## src/rtl/mem_arbiter_pkg.sv

```systemverilog
// Shared types and constants for the unified byte-wide RAM port controller.
package mem_arbiter_pkg;

  typedef enum logic [1:0] {
    ST_IDLE  = 2'd0,
    ST_READ  = 2'd1,
    ST_WRITE = 2'd2
  } state_t;

  typedef enum logic [1:0] {
    SZ_B = 2'd0,
    SZ_H = 2'd1,
    SZ_W = 2'd2
  } size_t;

  typedef enum logic {
    G_IC = 1'b0,
    G_LS = 1'b1
  } grant_t;

  // Address bits that, when all set, mark a memory-mapped IO access.
  localparam logic [31:0] IO_MASK_DEFAULT = 32'h0003_0000;

  // Byte count of an LSB access; the unused size code is treated as a word.
  function automatic logic [2:0] size_to_bytes(input logic [1:0] size);
    case (size_t'(size))
      SZ_B:    return 3'd1;
      SZ_H:    return 3'd2;
      default: return 3'd4;
    endcase
  endfunction

endpackage

```

## src/rtl/mem_arbiter_if.sv

```systemverilog
// Requester and RAM-pin bundle of the memory arbiter.
// master: the arbiter itself; slave: I-cache, LSB and RAM/IO pins.
interface mem_arbiter_if;
  logic        ic_req;
  logic [31:0] ic_addr;
  logic        ic_done;
  logic [31:0] ic_data;

  logic        ls_req;
  logic        ls_we;
  logic [31:0] ls_addr;
  logic [1:0]  ls_size;
  logic [31:0] ls_wdata;
  logic        ls_done;
  logic [31:0] ls_rdata;

  logic [7:0]  mem_din;
  logic [7:0]  mem_dout;
  logic [31:0] mem_a;
  logic        mem_wr;
  logic        io_buffer_full;

  modport master (
    input  ic_req, ic_addr, ls_req, ls_we, ls_addr, ls_size, ls_wdata,
           mem_din, io_buffer_full,
    output ic_done, ic_data, ls_done, ls_rdata, mem_dout, mem_a, mem_wr
  );

  modport slave (
    output ic_req, ic_addr, ls_req, ls_we, ls_addr, ls_size, ls_wdata,
           mem_din, io_buffer_full,
    input  ic_done, ic_data, ls_done, ls_rdata, mem_dout, mem_a, mem_wr
  );
endinterface

```

## src/rtl/rr_arb2.sv

```systemverilog
// Two-way round-robin grant between I-cache and LSB. A tie goes to the
// requester that did not win last time; last_grant updates on acceptance.
module rr_arb2
  import mem_arbiter_pkg::*;
(
  input  logic   clk,
  input  logic   rst_n,
  input  logic   ic_req,
  input  logic   ls_req,
  input  logic   block_ic,
  input  logic   block_ls,
  input  logic   accept,
  output logic   grant_valid,
  output grant_t grant
);

  grant_t last_grant;
  logic   ic_ok;
  logic   ls_ok;

  // Grant selection from the live (unblocked) requests.
  always_comb begin
    // NOTE: every output gets a default before any branch so no latch is inferred.
    grant       = G_IC;
    ic_ok       = ic_req & ~block_ic;
    ls_ok       = ls_req & ~block_ls;
    grant_valid = ic_ok | ls_ok;
    if (ic_ok && ls_ok) begin
      grant = (last_grant == G_IC) ? G_LS : G_IC;
    end else if (ls_ok) begin
      grant = G_LS;
    end
  end

  // Remember the winner of each accepted request.
  always_ff @(posedge clk or negedge rst_n) begin
    // NOTE: sequential state uses non-blocking assignments so all flops update together.
    if (!rst_n) begin
      last_grant <= G_IC;
    end else if (accept) begin
      last_grant <= grant;
    end
  end

endmodule

```

## src/rtl/mem_arbiter.sv

```systemverilog
// Single-owner controller for the byte-wide RAM port: arbitrates I-cache and
// LSB, serialises 1/2/4-byte accesses, assembles reads little-endian.
module mem_arbiter
  import mem_arbiter_pkg::*;
#(
  parameter logic [31:0] IO_MASK = IO_MASK_DEFAULT
) (
  input  logic          clk,
  input  logic          rst,
  input  logic          rdy,
  input  logic          clear,
  mem_arbiter_if.master bus
);

  state_t      state;
  state_t      state_next;
  grant_t      owner;
  grant_t      grant;
  logic        grant_valid;
  logic [2:0]  cnt;
  logic [2:0]  nbytes;
  logic [31:0] base;
  logic [31:0] wdata;
  logic [31:0] rbuf;
  logic [31:0] rd_word;
  logic [1:0]  cap_idx;
  logic        ic_done_q;
  logic        ls_done_q;
  logic [31:0] ic_data_q;
  logic [31:0] ls_rdata_q;

  logic        accept;
  logic        rd_step;
  logic        rd_capture;
  logic        rd_last;
  logic        wr_issue;
  logic        io_stall;
  logic [31:0] mem_a;
  logic [7:0]  mem_dout;
  logic        mem_wr;

  // A requester is held off during its own done cycle, since its req is
  // still high for that cycle.
  rr_arb2 u_arb (
    .clk         (clk),
    .rst_n       (rst),
    .ic_req      (bus.ic_req),
    .ls_req      (bus.ls_req),
    .block_ic    (ic_done_q),
    .block_ls    (ls_done_q),
    .accept      (accept),
    .grant_valid (grant_valid),
    .grant       (grant)
  );

  // State register; rdy low freezes the sequence.
  always_ff @(posedge clk or negedge rst) begin
    if (!rst) begin
      state <= ST_IDLE;
    end else if (rdy) begin
      state <= state_next;
    end
  end

  // Next state, byte sequencing and RAM pin drive.
  always_comb begin
    state_next = state;
    accept     = 1'b0;
    rd_step    = 1'b0;
    rd_capture = 1'b0;
    rd_last    = 1'b0;
    wr_issue   = 1'b0;
    mem_a      = 32'd0;
    mem_wr     = 1'b0;
    mem_dout   = 8'd0;
    io_stall   = ((base & IO_MASK) == IO_MASK) && bus.io_buffer_full;
    // mem_din holds the byte addressed one cycle earlier, i.e. byte cnt-1.
    cap_idx    = cnt[1:0] - 2'd1;
    rd_word    = rbuf;
    rd_word[{cap_idx, 3'b000} +: 8] = bus.mem_din;

    case (state)
      ST_IDLE: begin
        if (rdy && !clear && grant_valid) begin
          accept     = 1'b1;
          state_next = (grant == G_LS && bus.ls_we) ? ST_WRITE : ST_READ;
        end
      end
      ST_READ: begin
        if (!rdy) begin
          // Re-present the previous address so the pending byte stays valid.
          if (cnt != 3'd0) mem_a = base + 32'(cnt) - 32'd1;
        end else begin
          if (cnt < nbytes) mem_a = base + 32'(cnt);
          if (clear) begin
            state_next = ST_IDLE;
          end else begin
            rd_step    = (cnt < nbytes);
            rd_capture = (cnt != 3'd0);
            if (cnt == nbytes) begin
              rd_last    = 1'b1;
              state_next = ST_IDLE;
            end
          end
        end
      end
      ST_WRITE: begin
        if (rdy && !io_stall) begin
          wr_issue = 1'b1;
          mem_wr   = 1'b1;
          mem_a    = base + 32'(cnt);
          mem_dout = wdata[{cnt[1:0], 3'b000} +: 8];
          if (cnt == nbytes - 3'd1) state_next = ST_IDLE;
        end
      end
      default: state_next = ST_IDLE;
    endcase
  end

  // Request latch, byte counter, read assembly and registered done/data.
  always_ff @(posedge clk or negedge rst) begin
    if (!rst) begin
      owner      <= G_IC;
      cnt        <= 3'd0;
      nbytes     <= 3'd0;
      base       <= 32'd0;
      wdata      <= 32'd0;
      rbuf       <= 32'd0;
      ic_done_q  <= 1'b0;
      ls_done_q  <= 1'b0;
      ic_data_q  <= 32'd0;
      ls_rdata_q <= 32'd0;
    end else if (rdy) begin
      ic_done_q <= 1'b0;
      ls_done_q <= 1'b0;
      if (accept) begin
        owner <= grant;
        cnt   <= 3'd0;
        // Cleared so narrow loads come out zero-extended.
        rbuf  <= 32'd0;
        wdata <= bus.ls_wdata;
        if (grant == G_IC) begin
          base   <= bus.ic_addr;
          nbytes <= 3'd4;
        end else begin
          base   <= bus.ls_addr;
          nbytes <= size_to_bytes(bus.ls_size);
        end
      end
      if (rd_step || wr_issue) cnt <= cnt + 3'd1;
      if (rd_capture) rbuf <= rd_word;
      if (rd_last) begin
        if (owner == G_IC) begin
          ic_data_q <= rd_word;
          ic_done_q <= 1'b1;
        end else begin
          ls_rdata_q <= rd_word;
          ls_done_q  <= 1'b1;
        end
      end
      if (wr_issue && cnt == nbytes - 3'd1) ls_done_q <= 1'b1;
    end
  end

  assign bus.ic_done  = ic_done_q;
  assign bus.ic_data  = ic_data_q;
  assign bus.ls_done  = ls_done_q;
  assign bus.ls_rdata = ls_rdata_q;
  assign bus.mem_a    = mem_a;
  assign bus.mem_wr   = mem_wr;
  assign bus.mem_dout = mem_dout;

endmodule

```

## src/flat_wrapper.sv

```systemverilog
// flat-port wrapper written by rule: the top's interface ports become plain ports
module mem_arbiter_flat import mem_arbiter_pkg::*;
#(
  parameter logic [31:0] IO_MASK = IO_MASK_DEFAULT
)
  (clk, rst, rdy, clear, bus_ic_req, bus_ic_addr, bus_ls_req, bus_ls_we, bus_ls_addr, bus_ls_size, bus_ls_wdata, bus_mem_din, bus_io_buffer_full, bus_ic_done, bus_ic_data, bus_ls_done, bus_ls_rdata, bus_mem_dout, bus_mem_a, bus_mem_wr);
  mem_arbiter_if bus_i ();
  input  logic clk;
  input  logic rst;
  input  logic rdy;
  input  logic clear;
  input wire logic [$bits(bus_i.ic_req)-1:0] bus_ic_req;
  input wire logic [$bits(bus_i.ic_addr)-1:0] bus_ic_addr;
  input wire logic [$bits(bus_i.ls_req)-1:0] bus_ls_req;
  input wire logic [$bits(bus_i.ls_we)-1:0] bus_ls_we;
  input wire logic [$bits(bus_i.ls_addr)-1:0] bus_ls_addr;
  input wire logic [$bits(bus_i.ls_size)-1:0] bus_ls_size;
  input wire logic [$bits(bus_i.ls_wdata)-1:0] bus_ls_wdata;
  input wire logic [$bits(bus_i.mem_din)-1:0] bus_mem_din;
  input wire logic [$bits(bus_i.io_buffer_full)-1:0] bus_io_buffer_full;
  output wire logic [$bits(bus_i.ic_done)-1:0] bus_ic_done;
  output wire logic [$bits(bus_i.ic_data)-1:0] bus_ic_data;
  output wire logic [$bits(bus_i.ls_done)-1:0] bus_ls_done;
  output wire logic [$bits(bus_i.ls_rdata)-1:0] bus_ls_rdata;
  output wire logic [$bits(bus_i.mem_dout)-1:0] bus_mem_dout;
  output wire logic [$bits(bus_i.mem_a)-1:0] bus_mem_a;
  output wire logic [$bits(bus_i.mem_wr)-1:0] bus_mem_wr;
  assign bus_i.ic_req = bus_ic_req;
  assign bus_i.ic_addr = bus_ic_addr;
  assign bus_i.ls_req = bus_ls_req;
  assign bus_i.ls_we = bus_ls_we;
  assign bus_i.ls_addr = bus_ls_addr;
  assign bus_i.ls_size = bus_ls_size;
  assign bus_i.ls_wdata = bus_ls_wdata;
  assign bus_i.mem_din = bus_mem_din;
  assign bus_i.io_buffer_full = bus_io_buffer_full;
  assign bus_ic_done = bus_i.ic_done;
  assign bus_ic_data = bus_i.ic_data;
  assign bus_ls_done = bus_i.ls_done;
  assign bus_ls_rdata = bus_i.ls_rdata;
  assign bus_mem_dout = bus_i.mem_dout;
  assign bus_mem_a = bus_i.mem_a;
  assign bus_mem_wr = bus_i.mem_wr;
  mem_arbiter #(.IO_MASK(IO_MASK)) u_core (.clk(clk), .rst(rst), .rdy(rdy), .clear(clear), .bus(bus_i));
endmodule
```

## config.mk

```make
export PLATFORM = sky130hd
export DESIGN_NAME = mem_arbiter_flat
export DESIGN_NICKNAME = d
export VERILOG_FILES = /design/src/rtl/mem_arbiter_pkg.sv /design/src/rtl/mem_arbiter_if.sv /design/src/rtl/rr_arb2.sv /design/src/rtl/mem_arbiter.sv /design/src/flat_wrapper.sv
export SDC_FILE = /design/constraint.sdc
export NUM_CORES = 1
export LEC_CHECK = 0
export ABC_AREA = 1
export ABC_CLOCK_PERIOD_IN_PS = 3650
export CAP_MARGIN = 20
export CORE_UTILIZATION = 45
export DETAILED_ROUTE_END_ITERATION = 16
export PLACE_DENSITY_LB_ADDON = 0.1
export SYNTH_ARGS = -nofsm -noshare
export SYNTH_HDL_FRONTEND = slang
export SYNTH_SLANG_ARGS = --single-unit
```

## constraint.sdc

```tcl
create_clock -name clk -period 3.65 [get_ports clk]
set_input_delay 0.73 -clock clk [delete_from_list [all_inputs] [get_ports clk]]
set_output_delay 0.73 -clock clk [all_outputs]
set_load 0.01 [all_outputs]
```

==> metrics.yaml <==
clock_tree:
  cts.clk_slew.worst_paths_ns: 0.08
  numCtsBuffers: 17
  clock_tree.buffer_depth: 2
  cts_sinks: 172
  cts-htree-levels: 4
  clock-root-buffer: "clkbuf_16"
  cts-hold-fix-buffers: 0
  cts_tree: "done"
  clock_latency_ns: 0.44
pwr:
  leakagePower_nw: 6.791
  p_per_area_nw_per_um2: 726.2
  seq_power_share: 0.266
  clock_power_share: 0.168
  switching_share: 0.4558
  peakVddDrop_mv: 0.4297
  p_int_w: 0.005922
  p_total_w: 0.01088
  pwr-share-comb: 0.566
  switchingPower_w: 0.004961
sta:
  clock.fmax_mhz: 259.2
  whs_ns: 0.2807
  rsz0062_at_grt: "yes"
  min_period_over_period: 1.057
  relSlewSlack: 0.5052
  fin_setup_tns_ns: -3.302
  setup_viol: 28
  hold_viol: 0
  clock-skew-final_ns: 0.01059
  fin_crit_ns: 3.859
  worst_pin_slew_ns: 0.7414
  maxSlewViolCount: 0
  fin_ws_ns: -0.2086
floorplan:
  die_y_um: 153.9
  coreArea_um2: 22640
  die_area_um2: 23670
  die_w_um: 153.9
  start_util: 0.4583
  row_count: 55
  io_pins: 221
worst_setup_path:
  slowest_stage: "dfrtp_1"
  cp_max_fo: 5
  crit_type: "reg2out"
  arrival_ns: 3.13
  cp-start-kind: "flip-flop"
  crit_top_cell: "nor2_4"
  critical_path.top_delay_family: "simple AND/OR/NAND/NOR gates"
  critPathMaxStageDelay_ns: 0.39
  path_buf_inv: 2
  path_cells: "ha_2 > fa_2 > nor2_1 > nor2_4 > nor2_4 > nand3_4 > nor2_4 > nand2_4 > nor2_4 > nand2_2 > nor2_4 > buf_6 > nand2_2 > nand2_2 > nand3_1 > nand2_1 > nand2_1 > a21oi_2 > buf_2"
  cp.required_ns: 2.92
  cp-end-kind: "primary output"
synthesis:
  yosysTopAreaCellShare: 0.4148
  syn_nets: 1611
  synth.ff_latch_count: 172
  synth_area_leaders: "dfrtp_1 41%, nand2_1 15%, o21ai_0 9.0%"
  netlist_area_um2: 10380
  yosysWarnings: 0
  yosysSeqAreaShare: 0.4148
  synth_edf_count: 0
  yosys.area.top_type: "dfrtp_1"
  syn_avg_cell_area_um2: 7.016
  netlist_instances: 1479
  synth_cell_types: 41
  async_flop_share: 1.000
  ys.flop_type: "dfrtp_1"
route:
  wl_um: 34450
  ant_nets: 0
  wl_per_cell_um: 16.35
  num_vias: 11100
  dr.first_iter.drc_count: 832
  post_drt_via_cell_ratio: 5.270
  drt_drc_violations_left: 0
  drtPass1Iterations: 7
global_routing:
  use_met2: 0.4325
  busiest_layer: "met2"
  grt_use_met3: 0.07244
  grt_max_degree: 113
  overflow: 0
  grt_pass1_vias: 10360
  antenna_found_initial: 0
  track_usage: 0.2943
  globalRouteMet1Util: 0.4314
  grt_pass1_wl_um: 54730
layout:
  final_cell_mix: "375 x nand2_1, 188 x clkdlybuf4s50_1, 174 x inv_1, 170 x o21ai_0, 170 x dfrtp_1"
  antenna_cells: 0
  layout-drive-gt1-share: 0.2064
  area_delta_synth_final_pct: 44.42
  layout.nets: 1941
  layout_commonest_cell: "nand2_1"
placement:
  place.gp.congestion: 0.9170
  hpwl_um: 25300
  io_buffers: 220
run_status:
  violations: "setup timing"
  outcome: "complete, but fails checks"
job:
  drv_cap: 0
hold_path:
  min_path_type: "in2async"
## synthesized netlist by cell type (4+ instances only)
master,number
nand2_1,420
o21ai_0,186
inv_1,178
dfrtp_1,172
nor2_1,120
o22ai_1,86
a21oi_1,66
nand3_1,61
clkbuf_1,60
nand2_2,18
ha_1,17
nor2_2,12
nor2_4,11
nand4_1,9
a21oi_2,6
clkinv_1,6
nor3_1,5
xor2_1,5
inv_2,4
nand3_2,4
## what timing repair did
action                                  CTS  global route
setup buffers                            23            19
gates cloned                              0             1
pin swaps                                46            31
endpoints found under the hold margin     0             0
endpoints found under the setup margin   32            31
resized for setup                       217            63
## path summary, 6_finish.rpt
path | slack (ns) | to | from | depth (start not counted)
max | -0.21 | bus_mem_a[24] | u_core.cnt[0]$_DFFE_PN0P_ | 19
min | 0.28 | u_core.bus.ic_data[23]$_DFFE_PN0P_ | rst | 1
max reg2reg | 1.13 | u_core.bus.ic_data[15]$_DFFE_PN0P_ | u_core.cnt[0]$_DFFE_PN0P_ | 10
min reg2reg | 0.47 | u_core.wdata[26]$_DFFE_PN0P_ | u_core.wdata[26]$_DFFE_PN0P_ | 2
max in group asynchronous | 2.55 | u_core.base[1]$_DFFE_PN0P_ | rst | 2
min in group clk | 0.47 | u_core.wdata[26]$_DFFE_PN0P_ | u_core.wdata[26]$_DFFE_PN0P_ | 2
## layout make-up
cell class / instances / area, um2
timing repair buffer: 375 / 3385
tap: 285 / 356.6
clock inverter: 15 / 166.4
inverter: 188 / 714.4
clock buffer: 17 / 425.4
fill: 1995 / 7655
multi-input combinational: 1055 / 5632
sequential: 172 / 4307
## worst register-to-register path, cell delays in order (launching register included)
cell and delay [ns]:
dfrtp_1 0.39, buf_4 0.13, buf_4 0.15, buf_12 0.15, clkinv_2 0.08, buf_4 0.22, ha_1 0.40, nand3_1 0.34
o22ai_1 0.26, inv_1 0.12, o21ai_0 0.22
## per-layer routing
| layer | wire length, um | share of wire |
|---|---|---|
| met1 | 16270 | 0.47 |
| met2 | 15070 | 0.44 |
| met3 | 2566 | 0.074 |
| met4 | 532 | 0.015 |
| met5 | 0 | 0 |
## power groups by stage
stage	combinational (W)	clock, W	sequential (W)
floorplan	0.00293	0	0.00286
global placement	0.00518	0	0.00288
detailed placement	0.00526	0	0.00289
CTS	0.00567	0.00186	0.00288
global route	0.00672	0.00194	0.00295
finish	0.00616	0.00183	0.00289
## logic make-up (layout without fill, tap and decap cells)
kind of cell,after synthesis,after routing,synth area share
simple gates,668,668,0.2732
compound gates,361,361,0.1906
buf+inv,252,595,0.09213
flops,172,172,0.4148
fa+ha+maj,18,18,0.02243
xor+xnor,8,8,0.006753
## sequential cells by signal (all words and copies together) (netlist names)
| signal | cells |
|---|---|
| u_core.cnt | 3 |
| u_core.base | 32 |
| u_core.wdata | 32 |
| u_core.bus.ls_done | 1 |
| u_core.owner | 1 |
| u_core.bus.ls_rdata | 32 |
| u_core.u_arb.last_grant | 1 |
| u_core.state | 2 |
| u_core.bus.ic_done | 1 |
| u_core.bus.ic_data | 32 |
| u_core.rbuf | 32 |
| u_core.nbytes | 3 |
## stage by stage
step,worst slack [ns],instances,utilization,area (um2)
2_1_floorplan,0.2645,1479,-,10380
3_3_place_gp,-0.2375,2033,0.6004,13590
3_5_place_dp,-0.2945,2033,0.6004,13590
4_1_cts,-0.2342,2088,0.6449,14600
5_1_grt,-0.3893,2107,0.6619,14990
6_report,-0.2086,2107,0.6619,14990
(Power assumes the default switching activity.)
==> variant, RTL diff (same flow settings) <==
Encoding of `state_t`: now one-hot (3 bits for 3 states).
--- a/src/rtl/mem_arbiter_pkg.sv
+++ b/src/rtl/mem_arbiter_pkg.sv
@@ -1,10 +1,10 @@
 // Shared types and constants for the unified byte-wide RAM port controller.
 package mem_arbiter_pkg;
 
-  typedef enum logic [1:0] {
-    ST_IDLE  = 2'd0,
-    ST_READ  = 2'd1,
-    ST_WRITE = 2'd2
+  typedef enum logic [2:0] {
+    ST_IDLE  = 3'b001,
+    ST_READ  = 3'b010,
+    ST_WRITE = 3'b100
   } state_t;
 
   typedef enum logic [1:0] {
Function: same outputs for any inputs over 4 cycles, from zero or initial values and one cycle with rst low; so few cycles prove little.
==> variant against the unedited design <==
  * The run still ends with negative setup slack left
  * Register-to-register slack worse by 0.14 ns
  * Area after synthesis is 0.76% lower
  * Critical path depth is 1 higher
  * Sequential cell count is 1 higher
  * Setup slack better by 0.0096 ns
  * Final area is 1.5% higher
  * Die area is 0.75% lower
  * Critical endpoint is now bus_mem_a[27]
  * Core utilization is 2.4 points higher
  * Routed wire length is 2.5% higher
  * First-iteration DRC count is 3.7% lower
  * Maximum frequency is 0.25% higher
  * Total power is 8.4% lower
  * Largest cell class unchanged
==> variant: results (changes against the unedited design) <==
Critical path
  – Arrival @ worst endpoint: 3.12 ns (about the same)
  – Delay-heaviest family, CP: simple AND/OR/NAND/NOR gates
  – CP max FO: 6 (+1)
  – CP max stage delay: 0.39 ns (about the same)
  – Critical Path Slowest Stage Cell: dfrtp_1

Clocking
  – CTS Root Cell: clkbuf_16
  – Clk buf depth: 2 (unchanged)
  – CTS buffer count: 17 (unchanged)
  – H-tree level count: 4 (unchanged)
  – Clk slew on worst S/H paths: 0.08 ns (about the same)
  – Clk_lat worst skew: 0.44 ns (about the same)

Detailed routing
  – Pre-antenna DRT Iters: 7 (unchanged)
  – DR iter-0 viols: 801 (-3.7%)
  – Vias per inst: 5.429 (+3.0%)
  – Vias: 11,530 (+3.8%)
  – Total Wirelength: 35,320 microns (+2.5%)

Finish
  – Layout cell share with drive strength beyond 1: 22.14% (+1.5 points)
  – Final nets: 1,959 (+0.93%)
  – Number of diodes: 0 (unchanged)
  – Fill cells: 1,933 (-3.1%)

STA
  – Setup TNS Final: -2.081 ns (+1.221 ns)
  – Setup slack after layout: -0.1990 ns (+0.009592 ns)
  – Final setup vio count: 24 (-14%)
  – Final Skew: 0.01250 ns (+0.001905 ns)
  – Relative slew slack: 46.29% (-4.2 points)

GRT
  – Largest net degree at the start of global routing: 92 (-19%)
  – First-pass GRT wire length: 55,530 microns (+1.5%)
  – Initial antenna violation count: 0 (unchanged)
  – All-Layer GR Usage: 29.75% (+0.32 points)
  – Number of global-route vias before repair: 10,570 (+2.0%)

Logic synthesis
  – Register area share after synthesis: 42.05% (+0.57 points)
  – Synth warn: 0 (unchanged)
  – Syn_area_per_cell: 6.934 sq um (-1.2%)
  – Syn nets: 1,614 (+0.19%)
  – Distinct cells, synth: 42 (+2.4%)
  – Synth top cells by count: 461 x nand2_1, 181 x o21ai_0, 172 x dfrtp_1
  – Ys async rst share: 100.0% (unchanged)
  – Top cells by area, synth: dfrtp_1 42%, nand2_1 17%, o21ai_0 8.8%, nor2_1 5.9%, inv_1 5.0%

Placement
  – Hpwl dp: 25,950 microns (+2.6%)
  – Setup slack at placement: -0.2429 ns (+0.05160 ns)
  – RD Place Congestion: 1.020 (+11%)
  – DP Area: 13,530 sq um (-0.47%)
  – IO buf count: 220 (unchanged)

Power
  – Pleak: 7.122 nW (+4.9%)
  – Internal: 5.458 mW (-7.8%)
  – Maximum VDD drop: 0.0004145 V (-3.5%)

Hold path
  – Hold crit path type: input port to async pin

Run status
  – Failing checks: negative setup slack
  – Status: finished, violations left
==> variant: cell count changes in the layout (fill, tap and decap cells not counted), sizes merged, moves of 5 or more <==
cell,before,now
inv,189,146
nand2,438,480
a21oi,72,31
nor2,143,177
nand3,66,90
buf,179,196
o22ai,86,72
o21ai,190,181
a22oi,0,8
a31oi,2,8
nor3,7,12
==> variant: layer usage <==
metal / up-vias / track usage, % / part of all wire [%]
met5: - / 0 / 0
met4: 0 / 8.947 / 2.2
met3: 67 / 6.266 / 7.8
met2: 485 / 44.73 / 44
met1: 5424 / 42.85 / 46
li1: 5550 / - / -
==> variant: final cells by class <==
| cell class | instances | area [sq um] | area share [%] |
|---|---|---|---|
| clock buffers | 17 | 425.4 | 2.797 |
| clock inverters | 15 | 185.2 | 1.218 |
| inverters | 142 | 544.3 | 3.579 |
| multi-input cells | 1105 | 5831 | 38.34 |
| flip-flops and latches | 173 | 4332 | 28.48 |
| well taps | 280 | 350.3 | 2.304 |
| repair buffers | 391 | 3541 | 23.28 |
==> variant: timing repair <==
item / 4_1_cts / 5_1_grt
resized for setup: 200 / 137
setup buffers: 37 / 19
setup endpoints to repair: 32 / 32
cloned: 0 / 1
pin swaps: 53 / 53
==> variant: worst reg2reg max path, cell delays in order (launching register included) <==
cell	delay [ns]
dfrtp_1	0.40
buf_4	0.15
buf_12	0.16
clkinvlp_4	0.10
ha_1	0.13
inv_1	0.03
a31oi_1	0.15
nand2_2	0.13
buf_4	0.16
buf_4	0.17
o21ai_0	0.48
nor2_1	0.11
inv_1	0.12
a21oi_1	0.07
nor3_1	0.20
==> variant: cell families (layout without fill, tap and decap cells) <==
| group | count (synthesis) | in the layout | synth area share (%) |
|---|---|---|---|
| compound gates | 312 | 312 | 16.70 |
| xor+xnor | 6 | 6 | 0.5103 |
| buf+inv | 208 | 565 | 7.703 |
| fa+ha+maj | 15 | 15 | 1.896 |
| simple gates | 771 | 772 | 31.14 |
| flops | 173 | 173 | 42.05 |
==> variant: worst paths after layout <==
check | from | endpoint | slack, ns | cells past startpoint
worst max-delay path | u_core.base[0] | bus_mem_a[27] | -0.20 | 20
worst min-delay path | rst | u_core.wdata[30] | 0.16 | 1
worst max register to register | u_core.cnt[0] | u_core.cnt[2] | 0.99 | 14
worst min register to register | u_core.wdata[11] | u_core.wdata[11] | 0.47 | 2
max in group asynchronous | rst | u_core.rbuf[26] | 2.55 | 2
min in group clk | u_core.wdata[11] | u_core.wdata[11] | 0.47 | 2
==> variant: power by group through the flow <==
stage               registers, mW  logic, mW  clock network, mW
floorplan                    2.69       2.43                  0
finish                       2.79       5.32               1.85
global route                 2.83       5.78               1.95
detailed placement           2.78       4.23                  0
global placement             2.77       4.20                  0
CTS                          2.76       4.71               1.88
